`src/rtl/dpwm_duty_capture.sv`:
```
// Receive end of the DPWM path: measures high time and period of pwm_in_i in clk cycles,
// publishes them once per PWM period, and raises stuck flags when rising edges stop.
module dpwm_duty_capture #(
  parameter int CNT_W   = 8,
  parameter int TIMEOUT = 200
) (
  input  logic             clk,
  input  logic             rst,
  input  logic             en_i,
  input  logic             pwm_in_i,
  output logic [CNT_W-1:0] high_cnt_o,
  output logic [CNT_W-1:0] period_cnt_o,
  output logic             valid_o,
  output logic             stuck_high_o,
  output logic             stuck_low_o
);

  localparam logic [2:0] IDLE      = 3'd0;
  localparam logic [2:0] WAIT_LOW  = 3'd1;
  localparam logic [2:0] WAIT_RISE = 3'd2;
  localparam logic [2:0] MEAS      = 3'd3;
  localparam logic [2:0] STUCK     = 3'd4;

  localparam logic [CNT_W-1:0] ONE     = CNT_W'(1);
  localparam logic [CNT_W-1:0] TMO_LIM = CNT_W'(TIMEOUT);

  logic             s1_q, s2_q, s3_q;
  logic [1:0]       fill_q;
  logic [2:0]       state_q, state_d;
  logic [CNT_W-1:0] per_q, per_d;
  logic [CNT_W-1:0] hi_q, hi_d;
  logic [CNT_W-1:0] tmo_q, tmo_d;
  logic [CNT_W-1:0] high_cnt_q, high_cnt_d;
  logic [CNT_W-1:0] period_cnt_q, period_cnt_d;
  logic             valid_q, valid_d;
  logic             rise;
  logic [CNT_W-1:0] tmo_inc;
  logic             tmo_hit;

  // Stage 0: synchronizer and history flop. fill_q marks when s2 holds a genuine
  // sample after reset, so a pwm_in_i that is high at reset release is not read as low.
  always_ff @(posedge clk or posedge rst) begin
    if (rst) begin
      s1_q   <= 1'b0;
      s2_q   <= 1'b0;
      s3_q   <= 1'b0;
      fill_q <= 2'b00;
    end else begin
      s1_q   <= pwm_in_i;
      s2_q   <= s1_q;
      s3_q   <= s2_q;
      fill_q <= {fill_q[0], 1'b1};
    end
  end

  assign rise    = s2_q & ~s3_q;
  assign tmo_inc = tmo_q + ONE;
  assign tmo_hit = (tmo_inc == TMO_LIM);

  always_comb begin
    state_d      = state_q;
    per_d        = per_q;
    hi_d         = hi_q;
    tmo_d        = tmo_q;
    high_cnt_d   = high_cnt_q;
    period_cnt_d = period_cnt_q;
    valid_d      = 1'b0;
    if (!en_i) begin
      state_d = IDLE;
      per_d   = '0;
      hi_d    = '0;
      tmo_d   = '0;
    end else begin
      case (state_q)
        IDLE: begin
          state_d = WAIT_LOW;
          per_d   = '0;
          hi_d    = '0;
          tmo_d   = '0;
        end
        WAIT_LOW: begin
          tmo_d = tmo_inc;
          if (tmo_hit)                  state_d = STUCK;
          else if (!s2_q && fill_q[1])  state_d = WAIT_RISE;
        end
        WAIT_RISE: begin
          if (rise) begin
            state_d = MEAS;
            per_d   = ONE;
            hi_d    = ONE;
            tmo_d   = '0;
          end else begin
            tmo_d = tmo_inc;
            if (tmo_hit) state_d = STUCK;
          end
        end
        MEAS: begin
          // A rise coinciding with the timeout is a period of exactly TIMEOUT: publish it.
          if (rise) begin
            high_cnt_d   = hi_q;
            period_cnt_d = per_q;
            valid_d      = 1'b1;
            per_d        = ONE;
            hi_d         = ONE;
            tmo_d        = '0;
          end else begin
            per_d = per_q + ONE;
            hi_d  = hi_q + CNT_W'(s2_q);
            tmo_d = tmo_inc;
            if (tmo_hit) state_d = STUCK;
          end
        end
        STUCK: begin
          if (rise) begin
            state_d = MEAS;
            per_d   = ONE;
            hi_d    = ONE;
            tmo_d   = '0;
          end
        end
        default: state_d = IDLE;
      endcase
    end
  end

  // Stage 1: measurement state and published outputs
  always_ff @(posedge clk or posedge rst) begin
    if (rst) begin
      state_q      <= IDLE;
      per_q        <= '0;
      hi_q         <= '0;
      tmo_q        <= '0;
      high_cnt_q   <= '0;
      period_cnt_q <= '0;
      valid_q      <= 1'b0;
    end else begin
      state_q      <= state_d;
      per_q        <= per_d;
      hi_q         <= hi_d;
      tmo_q        <= tmo_d;
      high_cnt_q   <= high_cnt_d;
      period_cnt_q <= period_cnt_d;
      valid_q      <= valid_d;
    end
  end

  assign high_cnt_o   = high_cnt_q;
  assign period_cnt_o = period_cnt_q;
  assign valid_o      = valid_q;
  // Flags follow the synchronized level directly while stuck, and drop as soon as STUCK is left.
  assign stuck_high_o = (state_q == STUCK) &  s2_q;
  assign stuck_low_o  = (state_q == STUCK) & ~s2_q;

endmodule

```
`config.mk`:
```
export PLATFORM = sky130hd
export DESIGN_NAME = dpwm_duty_capture
export DESIGN_NICKNAME = d
export VERILOG_FILES = /design/src/rtl/dpwm_duty_capture.sv
export SDC_FILE = /design/constraint.sdc
export NUM_CORES = 1
export LEC_CHECK = 0
export CAP_MARGIN = 20
export CORE_MARGIN = 4
export CORE_UTILIZATION = 35
export CTS_CLUSTER_DIAMETER = 120
export DETAILED_ROUTE_END_ITERATION = 10
export DONT_BUFFER_PORTS = 1
export PLACE_DENSITY_LB_ADDON = 0.08
export SLEW_MARGIN = 15
export SYNTH_ARGS = -nofsm -noshare
export SYNTH_HDL_FRONTEND = slang
export SYNTH_SLANG_ARGS = --single-unit
```
`constraint.sdc`:
```
create_clock -name clk -period 5.5 [get_ports clk]
set_input_delay 1.65 -clock clk [delete_from_list [all_inputs] [get_ports clk]]
set_output_delay 1.65 -clock clk [all_outputs]
set_load 0.02 [all_outputs]
```
Yosys cells after proc, flatten, opt, wreduce, memory -nomap -nowiden

Cells that the tools add are included.

Memories: 0
Flip-flop bits (word level): 49
Bits in latches: 0
Bits in read-only memories: 0
Input port bits: 4
Logic and storage cells: 61
Output and inout bits: 19
RAM bits: 0

Bitwise operators: 5
$lt $le $gt $ge: 0
Add/subtract/negate cells: 3
Reductions and logical operators: 9
Multiplexer cells: 22
Multiply operators: 0
Eq/ne operators: 11
Shifts and indexed selects: 0
Divide/modulo/power cells: 0

Operator list:

| kind                  | count |
|---|---|
| $mux W8               | 8 |
| $pmux W8 S3           | 2 |
| $pmux W8 S4           | 1 |
| $mux W3               | 7 |
| $add A8 B1 Y8 const B | 2 |
| $pmux W3 S5           | 1 |
| $add A8 B1 Y8         | 1 |
| $eq A8 B8 Y1 const B  | 1 |
| $eq A3 B2 Y1 const B  | 2 |
| $ne A3 B3 Y1 const B  | 2 |
| $reduce_and A3 Y1     | 2 |
| $ne A5 B2 Y1 const B  | 1 |
| $ne A4 B2 Y1 const B  | 1 |
| $ne A4 B4 Y1 const B  | 1 |
| $reduce_and A2 Y1     | 2 |
| $reduce_or A2 Y1      | 2 |
| $and A1 B1 Y1         | 3 |
| $eq A3 B1 Y1 const B  | 1 |
| $eq A3 B3 Y1 const B  | 1 |
| $logic_not A3 Y1      | 1 |
| $mux W1               | 3 |
| $ne A3 B2 Y1 const B  | 1 |
| $not A1 Y1            | 2 |
| $logic_and A1 B1 Y1   | 1 |
| $logic_not A1 Y1      | 1 |

Logic depth before layout (Yosys ltp)

Depth after elaboration: 6
Mapped depth: 7
Mapped depth without buffers: 6

Worst setup path after synthesis

Ideal clock, no wire load.

Path type: input -> register
Start: in en_i
End: reg high_cnt_q[0], in the netlist high_cnt_o[0]
Arrival: 2.822 ns
Setup time: 0.125 ns
Buffers on the path: 1
Slack: 2.554 ns
Stages on the path: 5
Cell sequence: nor2b_1 -> nand3_1 -> nor2_2 -> buf_4 -> mux2_2

Word-level cells in the longest chain between the ends: 1

Ends and longest elaborated chain:

| what                        | line | source |
|---|---|---|
| start, declared             | 9    | `input logic en_i,` |
| $reduce_and A3 Y1 (no line) | --   |  |
| end signal, assigned        | 141  | `high_cnt_q <= high_cnt_d;` |
| end, declared               | 33   | `logic [CNT_W-1:0] high_cnt_q, high_cnt_d;` |

Every way passes these cells.
A chain may end at the register's enable or synchronous reset.

Worst setup path after layout

Start: reg state_q[1]
End: out stuck_low_o

Word-level cells in the longest chain between the ends: 2

Ends and longest elaborated chain:

| what                   | line | source |
|---|---|---|
| start, declared        | 29   | `logic [2:0] state_q, state_d;` |
| start signal, assigned | 137  | `state_q <= state_d;` |
| $eq A3 B3 Y1           | 152  | `assign stuck_low_o = (state_q == STUCK) & ~s2_q;` |
| $and A1 B1 Y1          | 152  |  |
| end, declared          | 15   | `output logic stuck_low_o` |

Every way passes these cells.

==> results.md <==
- The run finished with clean final reports.
- The congestion estimate from routability-driven global placement came to 0.766.
- By area the synthesized netlist is led by dfrtp_1 (51%), mux2_2 (7.4%), mux2i_1 (4.5%).
- The final layout contains 242 nets.
- The number of antenna violations at the first check in global routing was 0.
- The worst setup path startpoint is state_q[1].
- In this run, the number of DRC markers left after iteration 0 of detailed routing was 73.
- The tightest slew margin relative to the limit is 32.7%.
- In the synthesized netlist the async set-or-reset flop fraction comes to 100%.
- The setup TNS is 0 ns.
- In this run, synthesis produced a sequential element count of 49.
- The final HPWL from detailed placement is 3.19 mm.
- The critical path goes through nor2_1, nand2_1, nor2_1.
- The floorplan step defined a die boundary enclosing 0.00831 mm2.
- The vias after detailed routing is 1740.
- In this run the power density over the cells is 310 mW/mm2.
- In this run the count of I/O pins placed on the die edge is 23.
- The worst-case register-to-register setup slack is 3.34 ns.
- The final-layout fill cell count is 684.
- The hold path startpoint is s1_q.
- The area growth from synthesis to layout is 5.68%.
- Synthesis produced a netlist whose cell count is 238.
- The worst setup path is launched from a flop.
- In the layout the commonest cells are dfrtp_1 (49), nand2_1 (22), a21oi_1 (18).
- For this configuration, the core starts out at a cell density of 35.8%.
- The maximum fanout along the worst path is 9.
- The tightest min-delay check is of the flop to flop type.
- The max-slew violation count was 0.
- The area fraction of the dominant cell type after synthesis is 50.6%.
- The final instance area is 0.00256 mm2.
- The count of yosys warnings during synthesis is 0.
- Once routing completed, OpenROAD measured the worst setup slack at 2.15 ns.
- At the pin with the least slew margin, the transition time is 1.00 ns.
- The number of hold-slack violations in the final timing report is 0.
- Buffers added to address setup during post-CTS repair amount to 0.
- The standard cell core area is 0.00676 mm2.
- The count of endpoints failing setup in the final report is 0.
- STA puts the critical path data arrival time at 1.70 ns.
- The endpoint of the worst hold-timing path is s2_q.
- The worst reg2reg path endpoint is hi_q[1].
- The largest single stage delay on the critical path is 0.48 ns.
- The repair_antennas step left the layout with diodes totalling 0.
- The overall track demand over capacity in global routing is 12.4%.
- The average instance area after synthesis is 10.2 um2.
- The clock tree from TritonCTS is built.
- The analysis attributes to cell leakage a power of 1.16 nW.
- Entering global routing, the biggest net connects 50 pins.
- Power comes to 794 uW.
- During placement, the flow inserted port buffers numbering 0.
- The sum of routed wire length over all layers is 4.71 mm.
- Dividing the detail-routed via count by the number of cells gives 5.52.
- The standard-cell row count is 30.
- The number of enable-type register cells in the synthesized netlist is 0.
- After clock tree synthesis, the clock-pin slew on the worst setup and hold paths is 0.09 ns.
- The first global-routing pass estimated 8.31 mm of wire.
- Before antenna repair, the detailed router went through 4 iterations.
- The footprint of the multi-input gates is 0.00112 mm2.
- Counting stages on the worst path, the most repeated cell is nor2_1.
- The cell taking the most area after synthesis is dfrtp_1.
- By startpoint and endpoint, the worst setup path is classified as flop to output port.
- The sequential area share after synthesis is 50.6%.
- The number of max-cap violations is 0.
- The largest individual stage delay along the critical path comes from the cell dfrtp_1.
- The synthesized netlist contains 42 unique library cells.
- The insertion delay to the later sink of the worst-skew pair is 0.30 ns.
- The root buffer cell chosen for the clock tree is clkbuf_8.
- Setup repair after global routing left no endpoint under its margin.
- The number of clock buffers added by TritonCTS is 5.
- Measured in cells, the most critical reg-to-reg path has a length of 5.
- The worst hold path was traced through 0 stages.
- The number of nets in the synthesized netlist is 246.
- Leaving out fill and tap cells, the most frequent cell in the layout is dfrtp_1.
- Global routing finished with a remaining overflow of 0.
- Across the whole layout, storage elements account for 0.00123 mm2.
- The minimum clock period is 3.35 ns.
- At the placement stage, the worst setup path has a slack of 2.11 ns.
- Clock tree synthesis found a total of 49 sinks.
- The maximum achievable frequency is 0.298 GHz.
- The startpoint identified for the worst register-to-register timing path is s2_q.
- For the final database, setup skew stands at 0.00826 ns.
- The H-tree was split into 2 levels.
- The post-detailed-route wirelength per cell is 14.9 um.
- For the worst setup path, the data required time is 3.85 ns.
- The floorplan die height is 91.2 um.
- The floorplan step set the die width to 91.2 um.
- The via count of the first global-routing pass is 1672.
- STA classifies the critical path endpoint as an output port.
- The buffer depth of the longest clock path is 2.
- The cell area reported after detailed placement is 0.00247 mm2.
- The mapped cell area is 0.00242 mm2.
- Cells with a size suffix above 1 make up 11.9% of the layout.
- The final worst-path cycle share is 61.0%.
- The detail route stage leaves a number of antenna-violating nets equal to 0.
- The post-cts repair resize count is 0.
- The number of buffers added to fix hold violations after cts is 0.
- Across the VDD grid, the largest voltage drop is 0.118 mV.
- The most instantiated flip-flop cell in the synthesis netlist is dfrtp_1.
- The number of design rule violations left after detail routing is 0.
- Final hold analysis gives a worst-case slack of 0.356 ns.
power breakdown:
group | internal, mW | switching [mW] | total [mW]
clock | 0.0909 | 0.122 | 0.213
sequential | 0.381 | 0.0346 | 0.416
combinational | 0.0577 | 0.108 | 0.165
total | 0.529 | 0.264 | 0.794
routing by layer:
metal	GRT usage, %	wire length [um]	up-vias	share of wire, %
met3	3.65	242	7	5.1
met1	16.8	2310	844	49
met4	4.90	89	0	1.9
met2	18.6	2070	42	44
li1	-	-	847	-
met5	0	0	-	0
worst max-delay path: cells and delay by family, from the launching register on:
family,cells,cell delay (ns)
flip-flops,1,0.48
AND/OR/NAND/NOR,3,0.92
synthesized netlist by cell type, drive strengths merged (4+ instances only):
cell	number
dfrtp	49
nand2	22
a21oi	18
mux2	16
o21ai	16
nor2	15
nand3	14
mux2i	11
nand2b	8
and3	7
clkbuf	7
inv	7
nor2b	6
buf	4
ha	4
o31ai	4
worst max path at each step:
stage	endpoint	depth (start not counted)
floorplan	high_cnt_o[0]	5
global placement	high_cnt_o[3]	4
detailed placement	high_cnt_o[4]	4
CTS	stuck_low_o	3
global route	stuck_low_o	3
finish	stuck_low_o	3
through the flow:
step / utilization [%] / cells
after floorplan: - / 238
after global placement: 36.6 / 307
after detailed placement: 36.6 / 307
after CTS: 37.9 / 315
after global routing: 37.9 / 315
final: 37.9 / 315
area by class of cell:
cell class                 instances  share of cell area (%)
tap                               80                    3.91
multi-input combinational        171                    43.7
sequential                        49                    47.9
inverter                           7                    1.08
clock inverter                     2                   0.538
clock buffer                       6                    2.84
registers in the layout, summed over array words and instances, names as in the netlist, 2 cells and up:
name	flops
fill_q	2
hi_q	8
high_cnt_o	8
per_q	8
period_cnt_o	8
state_q	3
tmo_q	8
cells by family (layout without fill, tap and decap cells):
logic type	count (synthesis)	count (layout)	synth area share, %
mux	27	27	12.0
compound gates	57	57	15.0
fa+ha+maj	4	4	2.07
other cells	1	1	0.155
xor+xnor	1	1	0.362
buf+inv	18	15	3.15
flops	49	49	50.6
simple gates	81	81	16.6
Note: power is estimated with default switching activity, not from simulation.
